[src/rtl/rat_rom_pkg.sv]
// Shared definitions for the program-ROM port arbiter: default widths,
// the arbitration state type and a helper that sizes the starvation counter.
package rat_rom_pkg;

    localparam int ROM_ADDR_W       = 10;
    localparam int ROM_DATA_W       = 18;
    localparam int STARVE_LIMIT_DEF = 4;

    // NORMAL: CPU has priority. FORCE: a waiting debug request wins.
    typedef enum logic {
        NORMAL = 1'b0,
        FORCE  = 1'b1
    } arb_state_t;

    // Width needed to count 0..limit. A limit of 0 still needs a 1-bit register.
    function automatic int cnt_width(input int limit);
        return (limit < 1) ? 1 : $clog2(limit + 1);
    endfunction

endpackage

[src/rtl/rom_rd_hold.sv]
// Read-return stage for one ROM requester.
// The grant is delayed by one cycle to match the synchronous ROM latency.
// The returned word is passed straight through in the valid cycle and held
// afterwards.
module rom_rd_hold
    import rat_rom_pkg::*;
#(
    parameter int DATA_W = ROM_DATA_W
) (
    input  logic              i_clk,
    input  logic              i_rst,
    input  logic              i_gnt,
    input  logic [DATA_W-1:0] i_rom_data,
    output logic              o_valid,
    output logic [DATA_W-1:0] o_data
);

    logic              r_valid;
    logic [DATA_W-1:0] r_hold;

    // Delay the grant by one cycle and capture the word returned in each valid cycle.
    always_ff @(posedge i_clk) begin
        // NOTE: state is updated with non-blocking assignments so every register
        // samples the pre-edge values, whatever the statement order.
        if (i_rst) begin
            r_valid <= 1'b0;
            r_hold  <= '0;
        end else begin
            r_valid <= i_gnt;
            if (r_valid) begin
                r_hold <= i_rom_data;
            end
        end
    end

    // Reset blanks the outputs at once. This also suppresses a return whose
    // grant was issued in the cycle just before reset.
    assign o_valid = r_valid && !i_rst;
    assign o_data  = i_rst ? '0 : (r_valid ? i_rom_data : r_hold);

endmodule

[src/rtl/rom_port_arbiter.sv]
// Arbitrates one synchronous program ROM between the CPU fetch port and a
// debug/readback port.
// The CPU normally wins. After STARVE_LIMIT consecutive cycles in which a
// debug request lost to the CPU, the next cycle goes to debug.
module rom_port_arbiter
    import rat_rom_pkg::*;
#(
    parameter int ADDR_W       = ROM_ADDR_W,
    parameter int DATA_W       = ROM_DATA_W,
    parameter int STARVE_LIMIT = STARVE_LIMIT_DEF
) (
    input  logic              CLK,
    input  logic              RST,
    input  logic              CPU_REQ,
    input  logic [ADDR_W-1:0] CPU_ADDR,
    output logic              CPU_GNT,
    output logic              CPU_VALID,
    output logic [DATA_W-1:0] CPU_IR,
    input  logic              DBG_REQ,
    input  logic [ADDR_W-1:0] DBG_ADDR,
    output logic              DBG_GNT,
    output logic              DBG_VALID,
    output logic [DATA_W-1:0] DBG_DATA,
    output logic [ADDR_W-1:0] ROM_ADDR,
    input  logic [DATA_W-1:0] ROM_IR
);

    localparam int                CNT_W   = cnt_width(STARVE_LIMIT);
    localparam logic [CNT_W-1:0] LIMIT_C = CNT_W'(STARVE_LIMIT);

    arb_state_t        r_state;
    logic [CNT_W-1:0]  r_starve_cnt;
    logic [ADDR_W-1:0] r_last_addr;

    logic              w_force_dbg;
    logic              w_cpu_gnt;
    logic              w_dbg_gnt;
    logic [CNT_W-1:0]  w_cnt_next;
    logic              w_enter_force;
    logic [ADDR_W-1:0] w_rom_addr;

    // Grant decision. Debug is pushed ahead of the CPU only in FORCE, or
    // always when the limit is 0. During reset the machine behaves as NORMAL.
    always_comb begin
        // NOTE: every signal gets a default before any branch, so no path
        // leaves it unassigned and no latch is inferred.
        w_force_dbg = 1'b0;
        if (!RST && DBG_REQ) begin
            if (STARVE_LIMIT == 0) begin
                w_force_dbg = 1'b1;
            end else if (r_state == FORCE) begin
                w_force_dbg = 1'b1;
            end
        end
        w_cpu_gnt = CPU_REQ && !w_force_dbg;
        w_dbg_gnt = DBG_REQ && !w_cpu_gnt;
    end

    // Starvation count: grows while debug waits behind the CPU, saturates at
    // the limit, and clears once debug is served or stops asking.
    always_comb begin
        w_cnt_next = r_starve_cnt;
        if (w_dbg_gnt || !DBG_REQ) begin
            w_cnt_next = '0;
        end else if (w_cpu_gnt && (r_starve_cnt != LIMIT_C)) begin
            w_cnt_next = r_starve_cnt + 1'b1;
        end
        w_enter_force = (STARVE_LIMIT != 0) && w_cpu_gnt && DBG_REQ
                        && (w_cnt_next == LIMIT_C);
    end

    // Arbitration state, starvation counter and last-granted address.
    always_ff @(posedge CLK) begin
        if (RST) begin
            r_state      <= NORMAL;
            r_starve_cnt <= '0;
            r_last_addr  <= '0;
        end else begin
            r_starve_cnt <= w_cnt_next;
            case (r_state)
                NORMAL: if (w_enter_force)             r_state <= FORCE;
                FORCE:  if (w_dbg_gnt || !DBG_REQ)     r_state <= NORMAL;
            endcase
            if (w_cpu_gnt) begin
                r_last_addr <= CPU_ADDR;
            end else if (w_dbg_gnt) begin
                r_last_addr <= DBG_ADDR;
            end
        end
    end

    // Drive the ROM with the winner's address. With no grant, hold the last
    // granted address to avoid needless ROM address toggling.
    always_comb begin
        w_rom_addr = r_last_addr;
        if (RST) begin
            w_rom_addr = '0;
        end else if (w_cpu_gnt) begin
            w_rom_addr = CPU_ADDR;
        end else if (w_dbg_gnt) begin
            w_rom_addr = DBG_ADDR;
        end
    end

    assign CPU_GNT  = w_cpu_gnt;
    assign DBG_GNT  = w_dbg_gnt;
    assign ROM_ADDR = w_rom_addr;

    rom_rd_hold #(
        .DATA_W (DATA_W)
    ) u_cpu_hold (
        .i_clk      (CLK),
        .i_rst      (RST),
        .i_gnt      (w_cpu_gnt),
        .i_rom_data (ROM_IR),
        .o_valid    (CPU_VALID),
        .o_data     (CPU_IR)
    );

    rom_rd_hold #(
        .DATA_W (DATA_W)
    ) u_dbg_hold (
        .i_clk      (CLK),
        .i_rst      (RST),
        .i_gnt      (w_dbg_gnt),
        .i_rom_data (ROM_IR),
        .o_valid    (DBG_VALID),
        .o_data     (DBG_DATA)
    );

endmodule
[config.mk]
export PLATFORM = sky130hd
export DESIGN_NAME = rom_port_arbiter
export DESIGN_NICKNAME = d
export VERILOG_FILES = /design/src/rtl/rat_rom_pkg.sv /design/src/rtl/rom_rd_hold.sv /design/src/rtl/rom_port_arbiter.sv
export SDC_FILE = /design/constraint.sdc
export NUM_CORES = 1
export LEC_CHECK = 0
export ABC_AREA = 1
export CAP_MARGIN = 10
export CORE_MARGIN = 4
export CORE_UTILIZATION = 47
export DETAILED_ROUTE_END_ITERATION = 12
export GPL_TIMING_DRIVEN = 0
export PLACE_DENSITY = 0.86
export SLEW_MARGIN = 10
export SYNTH_ARGS = -nofsm -noshare
export SYNTH_HDL_FRONTEND = slang
export SYNTH_HIERARCHICAL = 1
export SYNTH_SLANG_ARGS = --single-unit
[constraint.sdc]
create_clock -name CLK -period 4.1 [get_ports CLK]
set_clock_uncertainty 0.15 [all_clocks]
set_input_delay 0.82 -clock CLK [delete_from_list [all_inputs] [get_ports CLK]]
set_output_delay 0.82 -clock CLK [all_outputs]
set_load 0.01 [all_outputs]
Word-level counts from Yosys, hierarchy flattened
Index checks and enable logic that the tools add are counted.
{ "word_totals": {"reg_bits": 52} }
{ "classes": {"addsub": 1, "n_eq_ne": 2, "muxes": 14, "bitwise_logic": 1, "reduce_logical": 13} }
{ "op_table": {"columns": ["cell", "n"], "rows": [
  ["$mux 18", 4],
  ["$mux 10", 3],
  ["$logic_and 1x1->1", 8],
  ["$mux 3", 2],
  ["$logic_not 1->1", 4],
  ["$mux 1", 4],
  ["$add 3x1->3 const B", 1],
  ["$eq 3x3->1 const B", 1],
  ["$ne 3x3->1 const B", 1],
  ["$pmux 1 s2", 1],
  ["$logic_or 1x1->1", 1],
  ["$not 1->1", 1]
]} }

Depth between registers and ports, before layout
{ "logic_depth": {"ltp_word": 13, "ltp_mapped": 8, "depth_no_buf": 8} }

Modules after synthesis
The synthesis kept the hierarchy.
{ "modules_own_cells": {"columns": ["module", "instances", "cells_each", "area_per_inst_um2"], "rows": [
  ["rom_rd_hold", 2, 119, 808.3],
  ["rom_port_arbiter", 1, 89, 719.4]
]} }

Least setup slack after synthesis
No wires, ideal clock.
{ "synth_timing": {"path_type": "input -> output", "startpoint": "input RST", "endpoint": "output ROM_ADDR[2]", "arrival_time_ns": 1.675, "t_required_ns": 3.130, "setup_slack_ns": 1.455, "path_stages": 8, "cell_sequence": "buf_6 inv_6 nand3_4 nand2_2 inv_2 nor2_8 o22ai_1 a21oi_1"} }
{ "synth_between": {"elab_chain_cells": 10} }
{ "synth_lines": {"columns": ["element", "line_no", "text"], "rows": [
  ["from (decl)", "rom_port_arbiter.sv:13", "input logic RST,"],
  ["$logic_not 1->1", "rom_port_arbiter.sv:48", "if (!RST && DBG_REQ) begin"],
  ["$logic_and 1x1->1", "rom_port_arbiter.sv:48", null],
  ["$mux 1", "rom_port_arbiter.sv:48", null],
  ["$logic_not 1->1", "rom_port_arbiter.sv:55", "w_cpu_gnt = CPU_REQ && !w_force_dbg;"],
  ["$logic_and 1x1->1", "rom_port_arbiter.sv:55", null],
  ["named net CPU_GNT", "rom_port_arbiter.sv:16", "output logic CPU_GNT,"],
  ["$logic_not 1->1", "rom_port_arbiter.sv:56", "w_dbg_gnt = DBG_REQ && !w_cpu_gnt;"],
  ["$logic_and 1x1->1", "rom_port_arbiter.sv:56", null],
  ["named net DBG_GNT", "rom_port_arbiter.sv:21", "output logic DBG_GNT,"],
  ["$mux 10 (3 in a row)", null, null],
  ["to (decl)", "rom_port_arbiter.sv:24", "output logic [ADDR_W-1:0] ROM_ADDR,"]
]} }
The timed path passes the listed nets, and every way through them passes these cells.

Final worst setup path
{ "layout_timing": {"startpoint": "input RST", "endpoint": "output ROM_ADDR[0]"} }
{ "layout_between": {"elab_chain_cells": 10} }
{ "layout_lines": {"columns": ["element", "line_no"], "rows": [
  ["$logic_not 1->1", "rom_port_arbiter.sv:48"],
  ["$logic_and 1x1->1", "rom_port_arbiter.sv:48"],
  ["$mux 1", "rom_port_arbiter.sv:48"],
  ["$logic_not 1->1", "rom_port_arbiter.sv:55"],
  ["$logic_and 1x1->1", "rom_port_arbiter.sv:55"],
  ["$logic_not 1->1", "rom_port_arbiter.sv:56"],
  ["$logic_and 1x1->1", "rom_port_arbiter.sv:56"],
  ["$mux 10 (2 in a row)", null],
  ["$mux 10 *", null]
]} }
Every way passes the cells marked *; elsewhere a longest branch is shown, timed or not.

==> results by group <==
Global route
  – Vias in the first global route: 2081
  – Overall track demand over capacity in global routing: 18.8%
  – First-pass GRT wire length: 9390 um
  – Overflow after GRT: 0
  – Largest net degree at the start of global routing: 15
  – Number of antenna violations at the first check in global routing: 0

Setup path
  – Arrival time at the worst endpoint: 2.59 ns
  – R2r startpoint: r_starve_cnt[0]
  – CP startpoint kind: input pin
  – Source of the critical timing path: RST
  – Max FO, Critical Path: 10
  – Required time at the endpoint of the critical path: 3.13 ns
  – Element type at the critical path end: primary output
  – Critical path class: in -> out

Yosys
  – Number of distinct library cells after synthesis: 25
  – Leading area contributor after synthesis: dfxtp_1
  – Fraction of synthesis flops using an asynchronous set or reset pin: 0%
  – Synthesis-stage register bit count: 52
  – Net Count, Synth: 371
  – Instance count of the mapped netlist: 327
  – Synth area leaders: dfxtp_1, nand2_1, nor2_1
  – Netlist area before placement: 2340 um2
  – Part of the Yosys area used for sequential elements: 44.6%
  – Post-synth top area share: 44.6%
  – Count of flip-flops with a built-in enable after synthesis: 0
  – Syn_area_per_cell: 7.14 um2
  – Most numerous cell types in the synthesized netlist: nand2_1, nor2_1, dfxtp_1, inv_1, buf_6
  – Predominant post-synthesis flop cell: dfxtp_1
  – Most frequent cell after synthesis: nand2_1
  – Synth Warn #: 6

Timing
  – Aggregate negative setup slack: 0 ns
  – Achievable Freq: 0.281 GHz
  – RSZ-0062 raised after global routing: no
  – Least-Margin Pin Slew: 0.356 ns
  – Slew Viols, Final: 0
  – Final hold violations: 0
  – Final cycle utilization of the critical path: 86.9%
  – Worst setup margin: 0.536 ns
  – Final number of setup-violating endpoints: 0
  – Minimum clock period after layout: 3.56 ns
  – Rel. slew slack: 76.2%

CTS
  – Postcts setup bufs: 0
  – Clock input transition at the sequential cells of the worst setup and hold paths: 0.09 ns
  – Count of hold-fix buffers inserted at cts: 0
  – Clock tree from TritonCTS: built
  – Clock root buffer master: clkbuf_8
  – TritonCTS Buffers: 5
  – Maximum clock path buffer count: 2
  – Worst skew pair latency: 0.30 ns
  – Clock tree sinks: 52
  – Post-cts sizing count: 0
  – CTS HTree Levels: 2

Drt
  – Number of vias per cell: 4.45
  – Routed Wire Length: 5570 um
  – 1st-pass router iterations: 4
  – Antenna viol nets, final: 0
  – Total via count after detailed routing: 2189
  – Average routed wire per standard cell: 11.3 um
  – DRC: 0
  – Violation count after the first detailed-route iteration: 106

Placed design
  – Input/output buffers: 90
  – Area post-placement: 3320 um2
  – Worst Setup Slack post-DPL: 0.149 ns
  – Final weighted congestion of routability-driven global placement: 0.745
  – Post-detail-place hpwl: 4320 um

Layout
  – Fraction of final layout cells sized beyond drive strength 1: 9.88%
  – Diodes inserted: 0
  – Post-route cell area: 3410 um2
  – Number of nets in the layout: 468
  – Final-layout fill cell count: 416
  – Synth-to-layout area growth: 46.1%

Die
  – Die extent in x: 78.5 um
  – Y dimension of the die: 78.5 um
  – Std cell rows: 25
  – Core footprint: 4750 um2
  – Area of the die: 6160 um2
  – Num ports: 92
  – Starting utilization of the core area: 49.1%

Job
  – Max-capacitance violation count: 0

Power
  – PwrDens: 315 nW/um2
  – Lkg Pwr: 1.56 nW
  – IR drop worst, VDD: 0.000207 V
  – Post-route total power: 0.00107 W

Min path
  – Startpoint of the worst hold path: u_dbg_hold/r_hold[8]
  – Hold/Removal Path Class: reg -> reg

Run status
  – Status: finished clean
-- cells in the final DEF, fill, tap and decap left out --
cell type and instances:
nor2_1 77, buf_6 10, clkbuf_1 2, xor2_1 1, inv_6 1, inv_1 46
nor3_1 1, nand2_1 88, nand2_2 3, o22ai_1 4, a31oi_1 3, inv_2 4
ha_1 2, buf_4 1, buf_2 2, nand4_1 2, nand3_1 3, o21ai_0 4
nor2_8 1, nand3_4 1, dlymetal6s2s_1 1, clkdlybuf4s50_1 89, dfxtp_1 52, nor2_2 8
a21oi_1 5, a311oi_2 3, o21ai_1 3, clkbuf_8 8
-- cell families (layout without fill, tap and decap cells) --
logic type,after synthesis,in the layout,share of synthesized area (%)
AOI/OAI and AO/OA,22,22,6.37
xor gates and xnor gates,1,1,0.375
adders and majority gates,2,2,1.07
buffers and inverters,66,164,15.2
DFF,52,52,44.6
and+or+nand+nor,184,184,32.5
-- per-stage QoR --
stage                     cells  hold WS (ns)  utilization (%)
after floorplan             327         0.328                -
after global placement      484         0.307             69.8
after detailed placement    484         0.312             69.8
after CTS                   492         0.325             71.7
after global routing        492         0.349             71.8
final                       492         0.325             71.8
-- path summary, 6_finish.rpt --
check,end,slack [ns],depth (start not counted)
max,ROM_ADDR[0],0.54,8
min,u_dbg_hold/r_hold[8],0.33,2
max reg2reg,r_state,2.66,7
min reg2reg,u_dbg_hold/r_hold[8],0.33,2
-- report_power, final --
group / internal [W] / switching [W]
Clock: 0.000138 / 0.000157
Sequential: 0.000535 / 0.00000825
Combinational: 0.000127 / 0.000109
-- worst max-delay path, stage by stage --
cell and delay (ns):
dlymetal6s2s_1 0.29, buf_6 0.21, inv_6 0.06, nand3_4 0.08, nand2_2 0.07, buf_2 0.20
a311oi_2 0.25, clkdlybuf4s50_1 0.59
-- sequential cells by signal, indices dropped and copies added (netlist names) --
signal              count
r_last_addr            10
u_cpu_hold/r_valid      1
u_dbg_hold/r_hold      18
r_starve_cnt            3
u_cpu_hold/r_hold      18
u_dbg_hold/r_valid      1
r_state                 1
-- layer usage --
layer / share of wire (%) / track usage (%) / routed length (um) / vias up
li1: - / - / - / 1162
met1: 43 / 22.0 / 2380 / 943
met2: 47 / 32.3 / 2610 / 78
met3: 9.5 / 7.11 / 529 / 6
met4: 1.0 / 4.72 / 57 / 0
met5: 0 / 0 / 0 / -
-- layout make-up --
| class | instances | area [um2] | share of cell area (%) |
|---|---|---|---|
| timing repair buffer | 90 | 903 | 26.5 |
| inverter | 51 | 196 | 5.76 |
| sequential | 52 | 1040 | 30.5 |
| tap | 67 | 83.8 | 2.46 |
| buffer | 15 | 158 | 4.62 |
| multi-input combinational | 209 | 941 | 27.6 |
| clock buffer | 8 | 90.1 | 2.64 |
No activity file was read; power rests on OpenSTA's default activity.
